### config.mk
export PLATFORM = sky130hd
export DESIGN_NAME = core_fpu_issue
export DESIGN_NICKNAME = d
export VERILOG_FILES = /design/src/rtl/core_fpu_pkg.sv /design/src/rtl/fpu_watchdog.sv /design/src/rtl/core_fpu_issue.sv
export SDC_FILE = /design/constraint.sdc
export NUM_CORES = 1
export LEC_CHECK = 0
export CORE_MARGIN = 5
export CORE_UTILIZATION = 42
export DETAILED_ROUTE_END_ITERATION = 16
export PLACE_DENSITY = 0.85
export SLEW_MARGIN = 0
export SYNTH_ARGS = -nofsm -noshare
export SYNTH_HDL_FRONTEND = slang
export SYNTH_SLANG_ARGS = --single-unit
### constraint.sdc
create_clock -name CLK -period 2.6 [get_ports CLK]
set_input_delay 0.52 -clock CLK [delete_from_list [all_inputs] [get_ports CLK]]
set_output_delay 0.52 -clock CLK [all_outputs]
set_load 0.03 [all_outputs]
### src/rtl/core_fpu_pkg.sv
// Shared definitions for the FP issue block: op codes, fop bit map,
// FSM state encoding and the set of ops that write the integer file.
package core_fpu_pkg;

    localparam int NUM_OPS = 10;

    // Op codes; the fop strobe bit for an op is the bit at its op code.
    localparam logic [3:0] OP_FADDS  = 4'd0;
    localparam logic [3:0] OP_FSUBS  = 4'd1;
    localparam logic [3:0] OP_FMULS  = 4'd2;
    localparam logic [3:0] OP_FDIVS  = 4'd3;
    localparam logic [3:0] OP_FEQS   = 4'd4;
    localparam logic [3:0] OP_FLTS   = 4'd5;
    localparam logic [3:0] OP_FLES   = 4'd6;
    localparam logic [3:0] OP_FCVTSW = 4'd7;
    localparam logic [3:0] OP_FCVTWS = 4'd8;
    localparam logic [3:0] OP_FSQRTS = 4'd9;

    // Ops whose result goes to the integer register file (feqs, flts, fles, fcvtws),
    // laid out on the same bit map as fop.
    localparam logic [NUM_OPS-1:0] INT_DEST_OPS = 10'b01_0111_0000;

    typedef enum logic [1:0] {
        ST_IDLE  = 2'd0,
        ST_ISSUE = 2'd1,
        ST_WAIT  = 2'd2,
        ST_DONE  = 2'd3
    } state_t;

    function automatic logic op_is_legal(input logic [3:0] op);
        return op <= OP_FSQRTS;
    endfunction

endpackage

### src/rtl/fpu_watchdog.sv
// Counts cycles spent waiting on the FPU and flags the last allowed cycle.
module fpu_watchdog #(
    parameter int LIMIT = 255
) (
    input  logic CLK,
    input  logic RST,
    input  logic clear,
    input  logic enable,
    output logic expired
);

    logic [7:0] count_reg;

    // Count enabled cycles from zero; clear whenever the wait is not active.
    always_ff @(posedge CLK) begin
        if (RST || clear) begin
            count_reg <= 8'd0;
        end else if (enable && !expired) begin
            count_reg <= count_reg + 8'd1;
        end
    end

    // Expired on the LIMIT-th enabled cycle, so the wait lasts exactly LIMIT cycles.
    assign expired = enable && (count_reg == 8'(LIMIT - 1));

endmodule

### src/rtl/core_fpu_issue.sv
// Issues one decoded FP instruction at a time to the FPU, stalls the pipe
// while the FPU works, and produces a one-cycle writeback or an error pulse.
module core_fpu_issue
    import core_fpu_pkg::*;
#(
    parameter int TIMEOUT_CYCLES = 255
) (
    input  logic        CLK,
    input  logic        RST,
    input  logic        req_valid,
    input  logic [3:0]  req_op,
    input  logic [4:0]  req_rd,
    input  logic [31:0] req_rs1,
    input  logic [31:0] req_frs1,
    input  logic [31:0] req_frs2,
    output logic        req_ready,
    input  logic        flush,
    output logic [9:0]  fop,
    output logic [31:0] rs1,
    output logic [31:0] frs1,
    output logic [31:0] frs2,
    output logic        stole,
    input  logic [31:0] fpu_result,
    input  logic        tvalid_once,
    output logic        wb_valid,
    output logic [4:0]  wb_rd,
    output logic [31:0] wb_data,
    output logic        wb_to_int,
    output logic        busy,
    output logic        err_timeout,
    output logic        err_illegal
);

    state_t state_reg, state_next;

    logic [3:0]         op_reg;
    logic [4:0]         rd_reg;
    logic [31:0]        rs1_reg, frs1_reg, frs2_reg;
    logic [31:0]        wb_data_reg;
    logic               err_timeout_reg, err_illegal_reg;
    logic [NUM_OPS-1:0] op_onehot;
    logic               accept, accept_legal, wait_expired, in_wait;

    assign accept       = (state_reg == ST_IDLE) && req_valid;
    assign accept_legal = accept && op_is_legal(req_op);
    assign in_wait      = (state_reg == ST_WAIT);

    fpu_watchdog #(
        .LIMIT (TIMEOUT_CYCLES)
    ) u_watchdog (
        .CLK     (CLK),
        .RST     (RST),
        .clear   (!in_wait),
        .enable  (in_wait),
        .expired (wait_expired)
    );

    // Decode the latched op into its fop strobe bit.
    genvar gi;
    generate
        for (gi = 0; gi < NUM_OPS; gi++) begin : g_fop
            assign op_onehot[gi] = (op_reg == 4'(gi));
        end
    endgenerate

    // State register.
    always_ff @(posedge CLK) begin
        if (RST) begin
            state_reg <= ST_IDLE;
        end else begin
            state_reg <= state_next;
        end
    end

    // Next-state logic; flush beats completion, completion beats timeout.
    always_comb begin
        state_next = state_reg;
        unique case (state_reg)
            ST_IDLE:  if (accept_legal) state_next = ST_ISSUE;
            ST_ISSUE: state_next = flush ? ST_IDLE : ST_WAIT;
            ST_WAIT: begin
                if (flush)             state_next = ST_IDLE;
                else if (tvalid_once)  state_next = ST_DONE;
                else if (wait_expired) state_next = ST_IDLE;
            end
            ST_DONE:  state_next = ST_IDLE;
            default:  state_next = ST_IDLE;
        endcase
    end

    // Request latches, result capture and one-cycle error pulses.
    always_ff @(posedge CLK) begin
        if (RST) begin
            op_reg          <= 4'd0;
            rd_reg          <= 5'd0;
            rs1_reg         <= 32'd0;
            frs1_reg        <= 32'd0;
            frs2_reg        <= 32'd0;
            wb_data_reg     <= 32'd0;
            err_timeout_reg <= 1'b0;
            err_illegal_reg <= 1'b0;
        end else begin
            err_illegal_reg <= accept && !op_is_legal(req_op);
            err_timeout_reg <= in_wait && !flush && !tvalid_once && wait_expired;
            if (accept_legal) begin
                op_reg   <= req_op;
                rd_reg   <= req_rd;
                rs1_reg  <= req_rs1;
                frs1_reg <= req_frs1;
                frs2_reg <= req_frs2;
            end
            if (in_wait && tvalid_once && !flush) begin
                wb_data_reg <= fpu_result;
            end
        end
    end

    // Outputs derived from state and latched request.
    always_comb begin
        fop         = '0;
        stole       = 1'b0;
        wb_valid    = 1'b0;
        wb_to_int   = 1'b0;
        busy        = (state_reg != ST_IDLE);
        req_ready   = (state_reg == ST_IDLE) && !RST;
        unique case (state_reg)
            ST_ISSUE: fop = op_onehot;
            ST_WAIT: begin
                fop   = op_onehot;
                stole = 1'b1;
            end
            ST_DONE: begin
                wb_valid  = 1'b1;
                wb_to_int = |(op_onehot & INT_DEST_OPS);
            end
            default: ;
        endcase
    end

    assign rs1         = rs1_reg;
    assign frs1        = frs1_reg;
    assign frs2        = frs2_reg;
    assign wb_rd       = rd_reg;
    assign wb_data     = wb_data_reg;
    assign err_timeout = err_timeout_reg;
    assign err_illegal = err_illegal_reg;

endmodule
## Yosys cells after proc, flatten, opt, wreduce, memory -nomap -nowiden

Index checks and enable logic that the tools add are counted.
W data, S select, Z words.

- Equal/unequal tests: 15
- Multiply operators: 0
- Bitwise operators: 0
- Divide/modulo/power cells: 0
- Add/sub/neg operators: 1
- Shift-type cells: 0
- $lt $le $gt $ge: 1
- Multiplexer cells: 10
- Reduce and logical (&&, ||, !) cells: 24

Operators by type and width:

| kind | number |
|---|---|
| $eq A4 B3 Y1 const B | 4 |
| $logic_and A1 B1 Y1 | 11 |
| $mux W10 | 1 |
| $mux W2 | 5 |
| $add A8 B1 Y8 const B | 1 |
| $eq A4 B2 Y1 const B | 2 |
| $eq A4 B4 Y1 const B | 2 |
| $eq A8 B8 Y1 const B | 1 |
| $pmux W2 S4 | 1 |
| $logic_not A1 Y1 | 6 |
| $eq A2 B2 Y1 const B | 2 |
| $eq A4 B1 Y1 const B | 1 |
| $le A4 B4 Y1 const B | 1 |
| $logic_not A4 Y1 | 1 |
| $ne A4 B3 Y1 const B | 1 |
| $reduce_or A4 Y1 | 1 |
| $mux W1 | 3 |
| $eq A2 B1 Y1 const B | 1 |
| $logic_not A2 Y1 | 1 |
| $ne A2 B2 Y1 const B | 1 |
| $reduce_and A2 Y1 | 1 |
| $reduce_bool A2 Y1 | 1 |
| $reduce_or A2 Y1 | 1 |
| $logic_or A1 B1 Y1 | 1 |

- Bits in registers: 149
- Bits of input ports: 142
- Output and inout bits: 150
- Bits in latches: 0
- Logic and storage cells: 61
- Memory bits (writable): 0
- Memories: 0
- ROM bits: 0

## Logic depth before layout (Yosys ltp)

Gate-level depths: netlist of the first run.

- Word-level depth: 6
- Depth in mapped cells: 8
- Gate-level depth less buffers: 6

## Hierarchy

A second synthesis of the first run with hierarchy kept.

- Cell total of the unflattened synthesis: 725
- Area, all modules: 5969.5 um^2

By module, submodules not included:

| module | seq. area each (um^2) | cells each | instances | area an instance (um^2) |
|---|---|---|---|---|
| core_fpu_issue | 2822.7 | 674 | 1 | 5514.0 |
| fpu_watchdog | 160.2 | 51 | 1 | 455.4 |

## Worst setup path before layout of the first run

Ideal clock, no wire load.

- Path type: reg-to-output
- From: register state_reg[0]
- To: output fop[0]
- Stages on the path, launching flop included: 5
- Arrival time: 1884 ps
- Buffers on the path: 0
- Setup slack: 196 ps
- Data required time: 2080 ps
- Cells stage by stage: dfxtp_1 > inv_1 > ha_1 > or3b_2 > nor3_1

- Cells in the longest elaborated chain, start to end: 3
- Elaborated cells between the ends (all ways): 4
- Those cells by class: 2 x eq/ne; 1 x mux; 1 x reduce/logical

Ends and longest elaborated chain:

| element | RTL line | source |
|---|---|---|
| from (decl) | core_fpu_issue.sv:34 | `state_t state_reg, state_next;` |
| from (signal assigned) | core_fpu_issue.sv:71 | `state_reg <= state_next;` |
| $eq A2 B2 Y1 or $eq A2 B1 Y1 (tied branches) | core_fpu_issue.sv:126 | `unique case (state_reg)` |
| $reduce_or A2 Y1 (no source line) * | n/a |  |
| $mux W10 * | core_fpu_issue.sv:126 |  |
| to (decl) | core_fpu_issue.sv:18 | `output logic [9:0] fop,` |

Mark *: on every way between the ends. The rest lies on a longest branch, timed or not.

## Final worst setup path of the first run

- From: register state_reg[0]
- To: output req_ready

- Cells in the longest elaborated chain, start to end: 2

Ends and longest elaborated chain:

| element | RTL line | source |
|---|---|---|
| $logic_not A2 Y1 | core_fpu_issue.sv:125 | `req_ready = (state_reg == ST_IDLE) && !RST;` |
| $logic_and A1 B1 Y1 | core_fpu_issue.sv:125 |  |
| to (decl) | core_fpu_issue.sv:16 | `output logic req_ready,` |

No other way between the ends.

==> results of run 1 <==
worst register-to-register path: cells and delay by family (launching register included):
family | cells | cell delay, ns
DFF | 1 | 0.33
adders and majority gates | 1 | 0.39
and+or+nand+nor | 2 | 0.77
buffers and inverters | 1 | 0.16
AOI/OAI and AO/OA | 1 | 0.14
synthesized netlist by cell type, types with 2 or more instances:
| cell | number |
|---|---|
| sky130_fd_sc_hd__a21oi_1 | 140 |
| sky130_fd_sc_hd__dfxtp_1 | 149 |
| sky130_fd_sc_hd__buf_2 | 10 |
| sky130_fd_sc_hd__nand2b_1 | 3 |
| sky130_fd_sc_hd__o211ai_1 | 3 |
| sky130_fd_sc_hd__ha_1 | 7 |
| sky130_fd_sc_hd__xnor2_1 | 2 |
| sky130_fd_sc_hd__clkbuf_1 | 39 |
| sky130_fd_sc_hd__nand2_1 | 276 |
| sky130_fd_sc_hd__nor2b_1 | 2 |
| sky130_fd_sc_hd__nor3_1 | 7 |
| sky130_fd_sc_hd__o41ai_1 | 2 |
| sky130_fd_sc_hd__nor4_1 | 2 |
| sky130_fd_sc_hd__nand3b_1 | 2 |
| sky130_fd_sc_hd__nor2_1 | 21 |
| sky130_fd_sc_hd__and3_1 | 2 |
| sky130_fd_sc_hd__inv_1 | 5 |
| sky130_fd_sc_hd__nand3_1 | 3 |
| sky130_fd_sc_hd__o21ai_0 | 3 |
| sky130_fd_sc_hd__a22oi_1 | 2 |
| sky130_fd_sc_hd__xor2_1 | 3 |
cell type report:
| cell class | instances | area, um^2 | area share |
|---|---|---|---|
| timing repair buffer | 302 | 3010 | 0.334 |
| inverter | 5 | 18.8 | 0.00208 |
| sequential | 149 | 2980 | 0.330 |
| clock inverter | 4 | 22.5 | 0.00249 |
| clock buffer | 27 | 493 | 0.0546 |
| tap | 172 | 215 | 0.0238 |
| multi-input combinational | 491 | 2290 | 0.253 |
power by group:
part / switching, W / internal [W] / leakage (nW)
clock: 0.000874 / 0.00129 / 0.251
combinational: 0.000647 / 0.000540 / 1.80
sequential: 0.0000707 / 0.00241 / 1.21
cell usage in the layout (no fill, tap or decap), drive strengths merged, types with 2 or more instances in the layout:
master         Yosys  final
xnor2              2      2
buf               10     16
nor3               7      7
a21oi            140    140
o21ai              4      4
a22oi              2      2
xor2               3      3
nand3              3      3
o211ai             3      3
nand3b             2      2
nand2b             3      3
and3               2      2
clkinv             0      3
dlygate4sd2        0      8
nand4              2      2
clkdlybuf4s50      0    278
clkbuf            39     27
ha                 7      7
dfxtp            149    149
nor4               2      2
inv                5      5
nor2              21     21
nand2            276    276
nor2b              2      2
o41ai              2      2
per-stage QoR:
step           utilization  setup WS [ns]  std cells  hold WS (ns)
2_1_floorplan            -          0.196        694         0.481
3_3_place_gp         0.671          0.283       1119         0.440
3_5_place_dp         0.671          0.250       1119         0.445
4_1_cts              0.713       -0.00664       1150         0.336
5_1_grt              0.713         0.0357       1150         0.353
6_report             0.713          0.105       1150         0.359
cell families after synthesis:
family | after synthesis | share of synthesized area
AOI/OAI and AO/OA | 153 | 0.146
xor gates and xnor gates | 5 | 0.00806
adders and majority gates | 7 | 0.0161
buffers and inverters | 54 | 0.0396
DFF | 149 | 0.549
muxes | 1 | 0.00184
and+or+nand+nor | 325 | 0.240
layer usage:
| layer | vias up | wire length [um] | track usage |
|---|---|---|---|
| li1 | 2792 | - | - |
| met1 | 2567 | 6540 | 0.236 |
| met2 | 217 | 8650 | 0.372 |
| met3 | 27 | 2190 | 0.107 |
| met4 | 0 | 342 | 0.0789 |
| met5 | - | 0 | 0 |
worst max-delay path by stage:
stage	from	to	slack, ns	depth (start not counted)
after floorplan	state_reg[0]	fop[0]	0.20	4
after global placement	state_reg[0]	fop[0]	0.28	5
after detailed placement	state_reg[0]	fop[2]	0.25	5
after CTS	state_reg[0]	fop[8]	-0.007	5
after global routing	state_reg[0]	req_ready	0.04	5
final	state_reg[0]	req_ready	0.11	5
timing repair:
action / 4_1_cts / 5_1_grt
endpoints found under the setup margin: 10 / 4
gates resized for setup: 12 / 2
cloned: 0 / 0
==> out/qor.txt, run 1 <==
number of top-level pins - 292
final-report setup violation count - 0
TritonRoute pass-1 iters - 4
input/output buffers - 291
GRT overflow - 0
effective utilization at floorplan - 0.429
synthesized instance count - 694
setup skew after layout - 0.00600 ns
cell seen most often among critical-path stages - sky130_fd_sc_hd__inv_1
critical path startpoint category - register
register area share after synthesis - 0.549
initial antenna violation count - 0
First DRT Iteration DRCs - 283
largest area contributor in the netlist - sky130_fd_sc_hd__dfxtp_1
DR vias - 5,603
total standard cell area after synthesis - 5440 um^2
critical path arrival - 1.97 ns
placeable core region - 12,700 um^2
number of CTS-inserted buffers - 17
critical path endpoint category - primary output
Detail Placement HPWL - 13,000 um
FFs w/ async S/R, synth - 0
total number of yosys warnings - 0
outcome - complete, no violations
Crit Reg-Reg Endpoint - u_watchdog.count_reg[7]
register-to-register setup slack - 0.73 ns
buffers from clock root to sink, at most - 2
htree depth - 4
number of inserted diodes - 0
cell at the root of the clock tree - sky130_fd_sc_hd__clkbuf_16
worst setup path category - register to primary output
max-slew violation count - 0
number of cells traversed by the worst hold path - 2
CTS tree - yes
launch point of the worst hold path - RST
post-layout minimum cycle time - 2.49 ns
Buf+Inv Stages, Crit Path - 3
hold worst-path end - frs1[27]
aggregate global-route resource usage - 0.219
post-route standard cell area excluding fillers - 9040 um^2
Max Cap Violations - 0
path depth of the worst reg2reg path - 5
drt total wl - 17,700 um
Critical Path Fanout Max - 4
Post-CTS Setup Inserts - 0
RD Place Congestion - 0.802
DP Area - 8500 um^2
EDFF count, synth - 0
share of Yosys cell area claimed by the top area cell type - 0.549
synthesized area per cell - 7.83 um^2
Post-Route Setup TNS - 0 ns
number of hold-repair buffers added at the cts stage - 0
cell with the largest stage delay on the worst path - sky130_fd_sc_hd__clkdlybuf4s50_1
growth of design area from synthesis to finish - 66.2%
height of the die - 124 um
nets in the synthesized netlist - 843
width of the die - 124 um
post-route fraction of the period consumed by the critical path - 0.960
leading cell types by total area after synthesis - sky130_fd_sc_hd__dfxtp_1 (55%), sky130_fd_sc_hd__nand2_1 (19%), sky130_fd_sc_hd__a21oi_1 (13%), sky130_fd_sc_hd__clkbuf_1 (2.7%), sky130_fd_sc_hd__ha_1 (1.6%)
max-slew headroom at the worst pin - 0.468
total chip power - 0.00583 W
type of the tightest min-delay check - input port to register
category of cells accounting for the largest share of critical-path delay - buffers and inverters
clock-pin transition on the worst setup and hold timing paths - 0.06 ns
CTS sink cnt - 149
achievable frequency - 0.401 GHz
measured slew at the worst slew-check pin - 0.797 ns
share of post-route cells with drive strength above 1 - 0.0501
post-synthesis register bit count - 149
Pwr per Cell Area - 645 nW/um^2
cell-by-cell listing of the critical path - inv_1, ha_4, inv_1, nor2_1, clkdlybuf4s50_1
via count of the first global-routing pass - 5,132
Avg WL per Cell - 15.4 um
worst IR drop on VDD - 397 uV
number of vias per cell - 4.87
unique cell type count in the Yosys netlist - 32
required time of the critical path - 2.08 ns
clock latency reported for the late side of the worst-skew pair - 0.41 ns
Filler Cells Inserted - 1,001
RSZ-0062 raised after global routing - no
global-route wire length before repair - 26,000 um
remaining antenna violation count after routing - 0
delay of the slowest cell on the worst path - 0.67 ns
DRC - 0
Final Hold Violating Endpoints - 0
Most used DFF post-synth - sky130_fd_sc_hd__dfxtp_1
die area - 15,300 um^2
maximum number of pins on one net before global-route repair - 75
Rows - 41
Total Nets Final - 1,115
Static Leakage - 3.26 nW
R2R Path Start - state_reg[0]
(Power assumes the default switching activity.)
==> run 2: changes to the inputs <==
--- a/config.mk
+++ b/config.mk
@@ -6,9 +6,9 @@
 export NUM_CORES = 1
 export LEC_CHECK = 0
 export CORE_MARGIN = 5
-export CORE_UTILIZATION = 42
+export CORE_UTILIZATION = 39
 export DETAILED_ROUTE_END_ITERATION = 16
-export PLACE_DENSITY = 0.85
+export PLACE_DENSITY = 0.8
 export SLEW_MARGIN = 0
 export SYNTH_ARGS = -nofsm -noshare
 export SYNTH_HDL_FRONTEND = slang
==> constraint.sdc (replaced) <==
create_clock -name CLK -period 2.4 [get_ports CLK]
set_input_delay 0.48 -clock CLK [delete_from_list [all_inputs] [get_ports CLK]]
set_output_delay 0.48 -clock CLK [all_outputs]
set_load 0.03 [all_outputs]
==> run 2 against run 1 <==
  * First-iteration DRC count decreased by 8.1%
  * Register-to-register slack got worse by 0.19 ns
  * Non-clock buffer count increased by 1
  * Via count decreased by 1.2%
  * Design area increased by 1.6%
  * Sequential power increased by 8.1%
  * Flip-flop and latch count unchanged
  * Sequential share of layout area decreased by 0.52 points
  * Worst hold slack improved by 0.092 ns
  * Combinational power increased by 8%
  * Clock skew increased by 0.00057 ns
  * Die area increased by 7.1%
==> out/qor.txt, run 2 (synthesized netlist as in run 1, its figures left out) <==
Max Cap Violations - 0
critical path arrival - 1.87 ns
commonest non-fill, non-tap cell in the layout - sky130_fd_sc_hd__clkdlybuf4s50_1
cell at the root of the clock tree - sky130_fd_sc_hd__clkbuf_16
delay of the slowest cell on the worst path - 0.42 ns
DR vias - 5,533
DP Area - 8550 um^2
max-slew violation count - 0
height of the die - 128 um
critical path endpoint category - primary output
effective utilization at floorplan - 0.395
post-layout minimum cycle time - 2.35 ns
clock latency reported for the late side of the worst-skew pair - 0.41 ns
Post-CTS Setup Inserts - 0
clock-pin transition on the worst setup and hold timing paths - 0.06 ns
die area - 16,400 um^2
worst IR drop on VDD - 475 uV
setup skew after layout - 0.00657 ns
number of CTS-inserted buffers - 17
share of post-route cells with drive strength above 1 - 0.0633
First DRT Iteration DRCs - 260
remaining antenna violation count after routing - 0
drt total wl - 17,300 um
Critical Path Fanout Max - 4
met1 layer usage reported by global route - 0.218
CTS sink cnt - 149
aggregate global-route resource usage - 0.202
final-report setup violation count - 0
TritonRoute pass-1 iters - 4
max-slew headroom at the worst pin - 0.580
Static Leakage - 3.35 nW
number of top-level pins - 292
global-route wire length before repair - 26,200 um
width of the die - 128 um
post-route standard cell area excluding fillers - 9180 um^2
achievable frequency - 0.426 GHz
measured slew at the worst slew-check pin - 0.631 ns
number of vias per cell - 4.77
Rows - 43
buffers from clock root to sink, at most - 2
Avg WL per Cell - 14.9 um
placeable core region - 13,800 um^2
met2 GRT Util - 0.333
initial antenna violation count - 0
Detail Placement HPWL - 12,200 um
number of inserted diodes - 0
post-route fraction of the period consumed by the critical path - 0.977
maximum number of pins on one net before global-route repair - 143
via count of the first global-routing pass - 5,183
critical path startpoint category - register
cell-by-cell listing of the critical path - inv_2, ha_4, or3b_4, nor3_2, buf_4
Total Nets Final - 1,116
DRC - 0
required time of the critical path - 1.92 ns
GRT overflow - 0
Final Hold Violating Endpoints - 0
CTS tree - yes
total chip power - 0.00667 W
commonest non-fill, non-tap cells in the layout - sky130_fd_sc_hd__clkdlybuf4s50_1 (277), sky130_fd_sc_hd__nand2_1 (276), sky130_fd_sc_hd__dfxtp_1 (148)
type of the tightest min-delay check - register to register
growth of design area from synthesis to finish - 68.9%
cell with the largest stage delay on the worst path - sky130_fd_sc_hd__or3b_4
Pwr per Cell Area - 727 nW/um^2
htree depth - 4
worst setup path category - register to primary output
RD Place Congestion - 0.856
met3 track demand over resource in global routing - 0.112
outcome - complete, no violations
input/output buffers - 291
layer with the highest usage - met2
run 2: worst paths after layout:
kind              cells past startpoint                      end  slack, ns          from
hold reg to reg                       2                  rs1[31]       0.45       rs1[31]
setup / recovery                      5                   fop[0]       0.05  state_reg[1]
hold / removal                        2                  rs1[31]       0.45       rs1[31]
setup reg to reg                      7  u_watchdog.count_reg[7]       0.54  state_reg[0]
run 2: through the flow:
stage / hold WS [ns] / setup slack, ns / cells / setup TNS (ns) / utilization
after floorplan: 0.481 / 0.0364 / 694 / 0 / -
after global placement: 0.441 / 0.0998 / 1128 / 0 / 0.621
after detailed placement: 0.446 / 0.0842 / 1128 / 0 / 0.621
after CTS: 0.454 / 0.00362 / 1160 / 0 / 0.666
after global routing: 0.465 / -0.0141 / 1160 / -0.0158 / 0.667
final: 0.451 / 0.0544 / 1160 / 0 / 0.667
run 2: what timing repair did:
| item | in CTS | in global routing |
|---|---|---|
| pin swaps | 0 | 0 |
| endpoints found under the setup margin | 13 | 5 |
| resized for setup | 12 | 7 |
| hold buffers | 0 | 0 |
run 2: metal layers:
| metal | up-vias | routed length [um] |
|---|---|---|
| met1 | 2461 | 6540 |
| met3 | 30 | 2220 |
| met5 | - | 0 |
| met4 | 0 | 493 |
| li1 | 2792 | - |
| met2 | 250 | 8060 |
run 2: worst max-delay path: cells and delay by family, from the launching register on:
kind,cells,cell delay [ns]
adder cells (fa/ha/maj),1,0.29
flip-flops,1,0.35
AND/OR/NAND/NOR,2,0.55
buffers and inverters,2,0.27
run 2: final cells by class:
| type | instances | area [um^2] |
|---|---|---|
| multi-input cells | 491 | 2290 |
| well taps | 180 | 225 |
| fillers | 1167 | 4590 |
| clock inverters | 12 | 151 |
| inverters | 5 | 18.8 |
| flip-flops and latches | 149 | 2980 |
| clock buffers | 20 | 457 |
| repair buffers | 303 | 3060 |
run 2: where the power goes:
group          total (W)  leakage, nW  internal [W]  switching, W
sequential       0.00268         1.21       0.00261     0.0000726
combinational    0.00128         1.84      0.000586      0.000693
clock            0.00271        0.296       0.00169       0.00102
total            0.00667         3.35       0.00489       0.00178
==> run 3: changes to the inputs <==
--- a/config.mk
+++ b/config.mk
@@ -7,6 +7,7 @@
 export LEC_CHECK = 0
 export CORE_MARGIN = 5
 export CORE_UTILIZATION = 39
+export CTS_BUF_LIST = sky130_fd_sc_hd__clkbuf_16
 export DETAILED_ROUTE_END_ITERATION = 16
 export PLACE_DENSITY = 0.8
 export SLEW_MARGIN = 0
==> run 3 against run 2 <==
  * Setup slack improved by 0.0087 ns
  * Clock power fell by 3%
  * Design area fell by 0.22%
  * Utilization fell by 0.15 points
  * Count of clock-buffer cells in the layout fell by 3
  * Power fell by 1.0%
  * Wire length barely moved
==> out/qor.txt, run 3 (synthesized netlist as in run 1, its figures left out) <==
CTS sink cnt - 149
htree depth - 4
critical path endpoint category - primary output
commonest non-fill, non-tap cell in the layout - sky130_fd_sc_hd__clkdlybuf4s50_1
critical path startpoint category - register
TritonRoute pass-1 iters - 5
cell at the root of the clock tree - sky130_fd_sc_hd__clkbuf_16
input/output buffers - 291
max-slew violation count - 0
Critical Path Fanout Max - 4
CTS tree - yes
worst setup path startpoint - state_reg[0]
worst IR drop on VDD - 412 uV
post-layout minimum cycle time - 2.34 ns
worst setup path category - register to primary output
Core Util, Final - 0.665
Final Hold Violating Endpoints - 0
DRC - 0
max-slew headroom at the worst pin - 0.522
Pwr per Cell Area - 721 nW/um^2
achievable frequency - 0.428 GHz
dpl ws - 0.0842 ns
setup skew after layout - 0.00646 ns
aggregate global-route resource usage - 0.202
DR vias - 5,532
Static Leakage - 3.34 nW
least setup slack across all paths after layout - 0.0631 ns
number of hold-repair buffers added at the cts stage - 0
type of the tightest min-delay check - register to register
number of vias per cell - 4.77
Crit Reg-Reg Endpoint - u_watchdog.count_reg[7]
measured slew at the worst slew-check pin - 0.717 ns
First DRT Iteration DRCs - 250
worst setup path endpoint - fop[0]
final-report setup violation count - 0
number of inserted diodes - 0
number of top-level pins - 292
height of the die - 128 um
post-route fraction of the period consumed by the critical path - 0.974
critical path arrival - 1.86 ns
cell total after placement - 1,128
Total Nets Final - 1,116
worst-case hold slack - 0.451 ns
number of cells in the finished layout apart from fillers - 1,160
path depth of the worst reg2reg path - 7
outcome - complete, no violations
initial antenna violation count - 0
die area - 16,400 um^2
via count of the first global-routing pass - 5,182
buffers from clock root to sink, at most - 2
GRT overflow - 0
number of CTS-inserted buffers - 17
growth of design area from synthesis to finish - 68.6%
share of post-route cells with drive strength above 1 - 0.0612
RD Place Congestion - 0.856
global-route wire length before repair - 26,100 um
commonest non-fill, non-tap cells in the layout - sky130_fd_sc_hd__clkdlybuf4s50_1 (277), sky130_fd_sc_hd__nand2_1 (276), sky130_fd_sc_hd__dfxtp_1 (148)
drt total wl - 17,300 um
Avg WL per Cell - 14.9 um
width of the die - 128 um
Rows - 43
Detail Placement HPWL - 12,200 um
remaining antenna violation count after routing - 0
Post-CTS Setup Inserts - 0
clock-pin transition on the worst setup and hold timing paths - 0.06 ns
clock latency reported for the late side of the worst-skew pair - 0.41 ns
R2R Path Start - state_reg[0]
effective utilization at floorplan - 0.395
required time of the critical path - 1.92 ns
placeable core region - 13,800 um^2
maximum number of pins on one net before global-route repair - 143
register-to-register setup slack - 0.55 ns
Max Cap Violations - 0
==> run 3: changes by cell type in the layout (fill, tap and decap cells not counted), sizes merged <==
cell	delta
inv	+1
clkinv	+2
clkbuf	-3
==> run 3: worst min path at each step <==
stage / start / to / slack (ns) / depth (start not counted)
floorplan: u_watchdog.count_reg[7] / u_watchdog.count_reg[7] / 0.48 / 2
global placement: rs1[4] / rs1[4] / 0.44 / 2
detailed placement: frs2[8] / frs2[8] / 0.45 / 2
CTS: frs1[31] / frs1[31] / 0.45 / 2
global route: wb_data[26] / wb_data[26] / 0.46 / 2
finish: rs1[31] / rs1[31] / 0.45 / 2
==> run 3: cell type report <==
cell class,instances,area [um^2]
Clock buffer,17,425
Clock inverter,15,163
Fill cell,1171,4610
Inverter,5,18.8
Multi-Input combinational cell,491,2290
Sequential cell,149,2980
Tap cell,180,225
Timing Repair Buffer,303,3060
==> run 3: metal layers <==
layer	track usage	vias to the layer above	wire, um
li1	-	2792	-
met3	0.112	32	2130
met4	0.0818	0	540
met1	0.219	2464	6650
met2	0.327	244	8010
met5	0	-	0
==> run 3: timing repair <==
action	in CTS	in global routing
resized for setup	12	7
hold endpoints to repair	0	0
setup endpoints to repair	13	5
pin swaps	0	1
==> run 3: metrics by stage <==
stage | total power (W) | setup TNS (ns) | cell area (um^2)
final | 0.00660 | 0 | 9160
after global routing | 0.00690 | -0.0165 | 9160
after CTS | 0.00668 | 0 | 9160
after detailed placement | 0.00400 | 0 | 8550
after global placement | 0.00399 | 0 | 8550
after floorplan | 0.00336 | 0 | 5440
==> run 3: worst max-delay path, cell delays in order (launching register included) <==
cell	delay, ns
sky130_fd_sc_hd__dfxtp_2	0.34
sky130_fd_sc_hd__inv_1	0.07
sky130_fd_sc_hd__ha_4	0.29
sky130_fd_sc_hd__or3b_4	0.42
sky130_fd_sc_hd__nor3_2	0.13
sky130_fd_sc_hd__buf_4	0.20
==> run 3: where the power goes <==
part           switching (W)  leakage [nW]  internal [W]  total (W)
Sequential         0.0000723          1.21       0.00261    0.00268
Clock                0.00102         0.289       0.00162    0.00264
Combinational       0.000694          1.84      0.000586    0.00128
Total                0.00178          3.34       0.00482    0.00660
